<file path="src/rtl/alu_ft_pkg.sv">
// alu_ft_pkg: shared types and constants for the fault-tolerant ALU lane demux.
//   state_t   : demux FSM states (IDLE, HOLD_A, HOLD_B)
//   LANE_A/B  : lane encodings, same polarity as the downstream 2:1 result mux
//   DEF_*     : default WIDTH / TIMEOUT parameter values
//   pick_lane : effective lane choice from select and lane fail flags
package alu_ft_pkg;

  typedef enum logic [1:0] {
    IDLE   = 2'd0,
    HOLD_A = 2'd1,
    HOLD_B = 2'd2
  } state_t;

  localparam logic LANE_A = 1'b1;
  localparam logic LANE_B = 1'b0;

  localparam int DEF_WIDTH   = 8;
  localparam int DEF_TIMEOUT = 16;

  // Returns {lane_exists, lane}. The selected lane wins when healthy,
  // otherwise the other lane is used if it is healthy.
  function automatic logic [1:0] pick_lane(input logic sel,
                                           input logic a_fail,
                                           input logic b_fail);
    logic [1:0] r;
    r = {1'b0, LANE_B};
    if (sel == LANE_A && !a_fail)      r = {1'b1, LANE_A};
    else if (sel == LANE_B && !b_fail) r = {1'b1, LANE_B};
    else if (!a_fail)                  r = {1'b1, LANE_A};
    else if (!b_fail)                  r = {1'b1, LANE_B};
    return r;
  endfunction

endpackage

</file>
<file path="src/rtl/lane_timeout_ctr.sv">
// lane_timeout_ctr: stall counter for a held word.
//   clk, rst : clock, synchronous active-high reset
//   clr      : clear counter (state change or handshake)
//   inc      : count one stalled cycle
//   expire   : count has reached TIMEOUT-1 (counter saturates there)
module lane_timeout_ctr #(
  parameter int TIMEOUT = 16
) (
  input  logic clk,
  input  logic rst,
  input  logic clr,
  input  logic inc,
  output logic expire
);

  localparam int CW = (TIMEOUT > 2) ? $clog2(TIMEOUT) : 1;
  localparam logic [CW-1:0] LAST = CW'(TIMEOUT - 1);

  logic [CW-1:0] count;

  always_ff @(posedge clk) begin
    if (rst || clr) begin
      count <= '0;
    end else if (inc && count != LAST) begin
      count <= count + 1'b1;
    end
  end

  assign expire = (count == LAST);

endmodule

</file>
<file path="src/rtl/alu_lane_demux.sv">
// alu_lane_demux: single-entry registered 1-to-2 demux feeding redundant ALU lanes.
//   clk, rst                 : clock, synchronous active-high reset
//   in_valid/in_ready/in_data: upstream operand handshake
//   s                        : lane select at accept (1 = lane A, 0 = lane B)
//   lane_a_fail, lane_b_fail : lane fault flags (level)
//   out_a_* / out_b_*        : per-lane valid/ready/data
//   err                      : both lanes failed (registered)
//   fault_stb                : one-cycle pulse on timeout failover
// Optional feature macro LANE_TIMEOUT_EN: a word stalled TIMEOUT cycles on a lane
// is moved to the other healthy lane. Without it fault_stb is tied low.
module alu_lane_demux
  import alu_ft_pkg::*;
#(
  parameter int WIDTH   = DEF_WIDTH,
  parameter int TIMEOUT = DEF_TIMEOUT
) (
  input  logic             clk,
  input  logic             rst,
  input  logic             in_valid,
  output logic             in_ready,
  input  logic [WIDTH-1:0] in_data,
  input  logic             s,
  input  logic             lane_a_fail,
  input  logic             lane_b_fail,
  output logic             out_a_valid,
  input  logic             out_a_ready,
  output logic [WIDTH-1:0] out_a_data,
  output logic             out_b_valid,
  input  logic             out_b_ready,
  output logic [WIDTH-1:0] out_b_data,
  output logic             err,
  output logic             fault_stb
);

  if (TIMEOUT < 2) begin : g_bad_timeout
    $error("alu_lane_demux: TIMEOUT must be >= 2");
  end

  state_t     state;
  logic [1:0] pick;
  logic       eff_ok;
  logic       eff_lane;
  logic       hs_a;
  logic       hs_b;
  logic       accept;
  logic       failover;

  assign pick     = pick_lane(s, lane_a_fail, lane_b_fail);
  assign eff_ok   = pick[1];
  assign eff_lane = pick[0];

  assign hs_a = (state == HOLD_A) && out_a_ready;
  assign hs_b = (state == HOLD_B) && out_b_ready;

  // The slot frees in the same cycle the held word is taken, so a new
  // word can be accepted back to back.
  assign in_ready = !rst && eff_ok && ((state == IDLE) || hs_a || hs_b);
  assign accept   = in_valid && in_ready;

  assign out_a_valid = (state == HOLD_A);
  assign out_b_valid = (state == HOLD_B);

`ifdef LANE_TIMEOUT_EN
  logic stall;
  logic expire;
  logic other_ok;

  assign stall    = ((state == HOLD_A) && !out_a_ready) ||
                    ((state == HOLD_B) && !out_b_ready);
  assign other_ok = (state == HOLD_A) ? !lane_b_fail : !lane_a_fail;
  // With the other lane failed the counter saturates and the word stays put.
  assign failover = stall && expire && other_ok;

  lane_timeout_ctr #(.TIMEOUT(TIMEOUT)) u_ctr (
    .clk    (clk),
    .rst    (rst),
    .clr    (failover || hs_a || hs_b),
    .inc    (stall),
    .expire (expire)
  );

  always_ff @(posedge clk) begin
    if (rst) fault_stb <= 1'b0;
    else     fault_stb <= failover;
  end
`else
  assign failover  = 1'b0;
  assign fault_stb = 1'b0;
`endif

  always_ff @(posedge clk) begin
    if (rst) begin
      state      <= IDLE;
      out_a_data <= '0;
      out_b_data <= '0;
      err        <= 1'b0;
    end else begin
      err <= lane_a_fail && lane_b_fail;
      if (accept) begin
        if (eff_lane == LANE_A) begin
          state      <= HOLD_A;
          out_a_data <= in_data;
        end else begin
          state      <= HOLD_B;
          out_b_data <= in_data;
        end
      end else if (hs_a || hs_b) begin
        state <= IDLE;
      end else if (failover) begin
        if (state == HOLD_A) begin
          state      <= HOLD_B;
          out_b_data <= out_a_data;
        end else begin
          state      <= HOLD_A;
          out_a_data <= out_b_data;
        end
      end
    end
  end

endmodule

</file>
<file path="config.mk">
export PLATFORM = sky130hd
export DESIGN_NAME = alu_lane_demux
export DESIGN_NICKNAME = d
export VERILOG_FILES = /design/src/rtl/alu_ft_pkg.sv /design/src/rtl/lane_timeout_ctr.sv /design/src/rtl/alu_lane_demux.sv
export SDC_FILE = /design/constraint.sdc
export NUM_CORES = 1
export LEC_CHECK = 0
export CELL_PAD_IN_SITES_DETAIL_PLACEMENT = 0
export CELL_PAD_IN_SITES_GLOBAL_PLACEMENT = 1
export CORE_MARGIN = 4
export CORE_UTILIZATION = 30
export CTS_BUF_LIST = sky130_fd_sc_hd__clkbuf_16
export DETAILED_ROUTE_END_ITERATION = 7
export PLACE_DENSITY_LB_ADDON = 0.1
export SLEW_MARGIN = 10
export SYNTH_ARGS = -nofsm -noshare
export SYNTH_HDL_FRONTEND = slang
export SYNTH_HIERARCHICAL = 1
export SYNTH_SLANG_ARGS = --single-unit
export TNS_END_PERCENT = 100
</file>
<file path="constraint.sdc">
create_clock -name clk -period 2.3 [get_ports clk]
set_clock_uncertainty 0.1 [all_clocks]
set_input_delay 0.46 -clock clk [delete_from_list [all_inputs] [get_ports clk]]
set_output_delay 0.46 -clock clk [all_outputs]
set_load 0.005 [all_outputs]
</file>
======== Word-level counts from Yosys, hierarchy flattened ========
Cells that the tools add are included.
word-level totals
  register bits ........................... 19
  input port bits ......................... 16
  output and inout port bits .............. 21
  logic and storage cells ................. 33
operators by class
  eq/ne operators ......................... 2
  muxes and demuxes ....................... 7
  bitwise operators ....................... 2
  reduce and logical (&&, ||, !) cells .... 18
operators by type and width
  cell                  count
  $mux W2               7
  $logic_and A1 B1 Y1   8
  $reduce_and A2 Y1     2
  $logic_not A1 Y1      3
  $logic_or A1 B1 Y1    3
  $eq A2 B1 Y1 const B  1
  $eq A2 B2 Y1 const B  1
  $logic_not A2 Y1      1
  $not A1 Y1            2
  $reduce_bool A2 Y1    1

======== Logic depth before layout (Yosys ltp) ========
  word-level depth ........................ 8
  gate-level depth with buffers ........... 5
  gate-level depth less buffers ........... 4

======== Worst setup path before layout ========
Ideal clock, no wire load.
  kind .................................... in2out
  start point ............................. input out_a_ready
  end point ............................... output in_ready
  arrival ................................. 1.221 ns
  data required time ...................... 1.740 ns
  path slack .............................. 0.519 ns
  cell stages on the path ................. 4
  path buffers ............................ 1
  cells stage by stage .................... and2b_4 > o21a_4 > buf_2 > nor3b_1
on the way
  word-level cells in the longest chain between the ends .. 4
RTL lines
  element                          line                  source
  from (decl)                      alu_lane_demux.sv:26  input logic out_a_ready,
  $logic_and A1 B1 Y1              alu_lane_demux.sv:52  assign hs_a = (state == HOLD_A) && out_a_ready;
  $logic_or A1 B1 Y1 (2 in a row)  alu_lane_demux.sv:57  assign in_ready = !rst && eff_ok && ((state == IDLE) || hs_a || hs_b);
  $logic_and A1 B1 Y1              alu_lane_demux.sv:57
  to (decl)                        alu_lane_demux.sv:20  output logic in_ready,
Every way passes these cells.

======== Worst setup path in the final report ========
Ends and elaborated chain as after synthesis.

==> impl_metrics.toml <==
[setup_path]
crit_type = "in -> out"
cp-end-kind = "output pin"
cp.arrival_ps = 1620
r2r_start = "state[0]"
rr_worst_depth = 5
r2r-end = "out_b_data[2]"
start_kind = "input pin"
r2r_slack_ps = 930
cp.required_ps = 1740
cp_max_fo = 2

[layout]
final_cell_mix = "clkdlybuf4s50_1 (34), dfxtp_1 (19), a21oi_1 (17)"
final_cells = 169
layout_commonest_cell = "clkdlybuf4s50_1"
drive_above_1_share_pct = 15.83
n_antenna_cell = 0
fin_nets = 156
final_core_utilization_pct = 52.06
area_growth_syn_to_layout_pct = 60.70

[routing]
wirelength_mm = 2.188
ant_nets = 0
drc = 0
viasPerCell = 5.047
dr.first_iter.drc_count = 15
vias = 853
wl_per_cell_um = 12.95
firstDrtPassIters = 4

[worst_hold_path]
hold_start = "out_b_data[5]"
min_path_type = "reg -> reg"
min_path_cells = 2
whs_endpoint = "out_b_data[5]"

[global_route]
grt_max_degree = 19
grt_pass1_vias = 835
grt_pass1_wl_mm = 3.615
antenna_found_initial = 0
grt_overflow_total = 0
grt_usage_pct = 12.73

[yosys]
yosys.area.top_type = "dfxtp_1"
yosysWarnings = 6
synthCells = 97
synth_area_um2 = 824.5
netlist.area_leader.share_pct = 46.13
ys_types = 22
synth_area_leaders = "dfxtp_1 (46%), a21oi_1 (10%), nand3_1 (9.7%)"
avgSynthCellArea_um2 = 8.500
syn-num-nets = 113
ys_ff_latch = 19
seq_area_frac_synth_pct = 46.13

[placed_design]
place_inst = 165
dp_hpwl_mm = 1.637
port-buffer-count = 35
place.gp.congestion = 0.7196

[floorplanning]
start_util_pct = 32.40
fp.dieW_um = 60.43
fp-row-count = 18
die_height_um = 60.43
dieArea_um2 = 3651
coreArea_um2 = 2545
pin_count = 37

[cts]
cts_sinks = 19
root_buffer = "clkbuf_16"
clockBufferDepth = 2
cts_buffers = 3
cts_hold_buf = 0
clk_pin_slew_ps = 60
ctsResizeCount = 4
post_cts_buffers = 0
cts_tree = "done"
h-tree-depth = 1
worstSkewPairLatency_ps = 250

[power]
power.share.clock_pct = 44.0
power_mw = 0.8096
switchingPower_mw = 0.1732
swShare_pct = 21.39
powerDensity_nw_per_um2 = 611.0
power_frac_comb_pct = 13.4
p_int_mw = 0.6364
leakage_nw = 0.4727
seqPwrFrac_pct = 42.6
ir_drop_mv = 0.3831

[sta]
finalHoldWorstSlack_ps = 376.5
maxSlewViolCount = 0
period_share_pct = 94.91
setup-tns-final_ps = 0
final-setup-viol-count = 0
hold_viol_final = 0
rsz0062_at_grt = "false"
min_period_ps = 2183
fmax_ghz = 0.4581

[run_status]
outcome = "finished clean"

[run]
maxCapViolCount = 0
-- critical path: stages --
cell             delay (ps)
clkdlybuf4s50_1         470
and2b_4                 200
o21a_4                  200
nor3b_1                 160
buf_2                   140
-- flip-flops by register name (all words and copies together) (netlist names) --
register,flops
out_a_data,8
out_b_data,8
state,2
err,1
-- metal layers --
layer | track usage, % | up-vias | part of all wire [%]
met2 | 20.52 | 26 | 47
met1 | 17.55 | 400 | 46
met5 | 0 | - | 0
met4 | 2.786 | 0 | 0
li1 | - | 427 | -
met3 | 2.766 | 0 | 7.5
-- how the worst max path moves through the flow --
stage               slack (ps)   startpoint  endpoint
CTS                        100  out_a_ready  in_ready
global route                40  out_a_ready  in_ready
floorplan                  520  out_a_ready  in_ready
detailed placement        -280  out_a_ready  in_ready
finish                     120  out_a_ready  in_ready
global placement          -300  out_a_ready  in_ready
-- through the flow --
step	setup slack, ps	area [um2]
after floorplan	518.9	824.5
after global placement	-295.2	1250
after detailed placement	-279.2	1250
after CTS	98.31	1325
after global routing	41.31	1325
final	117.0	1325
-- synth_stat cells --
cell type	n
a21oi_1	17
a22oi_1	1
and2b_4	1
buf_2	3
buf_4	2
clkbuf_1	2
conb_1	1
dfxtp_1	19
inv_1	1
nand2_1	2
nand2b_2	1
nand2b_4	1
nand3_1	16
nor2_1	3
nor2b_1	3
nor3_2	2
nor3b_1	1
o21a_4	1
o21ai_0	9
o21ai_1	8
o21ai_4	1
or3_1	2
-- layout make-up --
| cell class | instances | area, um2 |
|---|---|---|
| flip-flops and latches | 19 | 380.4 |
| fillers | 274 | 1220 |
| clock inverters | 1 | 5.005 |
| multi-input cells | 70 | 402.9 |
| clock buffers | 3 | 75.07 |
| inverters | 1 | 3.754 |
| repair buffers | 45 | 420.4 |
| well taps | 30 | 37.54 |
-- logic make-up (layout without fill, tap and decap cells) --
logic type,after synthesis,after routing,share of synthesized area (%)
buffers and inverters,8,50,5.006
other,1,1,0.4548
AOI/OAI and AO/OA,37,37,25.34
and+or+nand+nor,32,32,23.07
DFF,19,19,46.13
-- power by group through the flow --
| stage | sequential, mW | clock (mW) | combinational (mW) |
|---|---|---|---|
| finish | 0.345 | 0.357 | 0.108 |
| detailed placement | 0.352 | 0 | 0.110 |
| global route | 0.347 | 0.378 | 0.118 |
| CTS | 0.345 | 0.363 | 0.109 |
| global placement | 0.352 | 0 | 0.110 |
| floorplan | 0.352 | 0 | 0.0411 |
No activity file was read; power rests on OpenSTA's default activity.
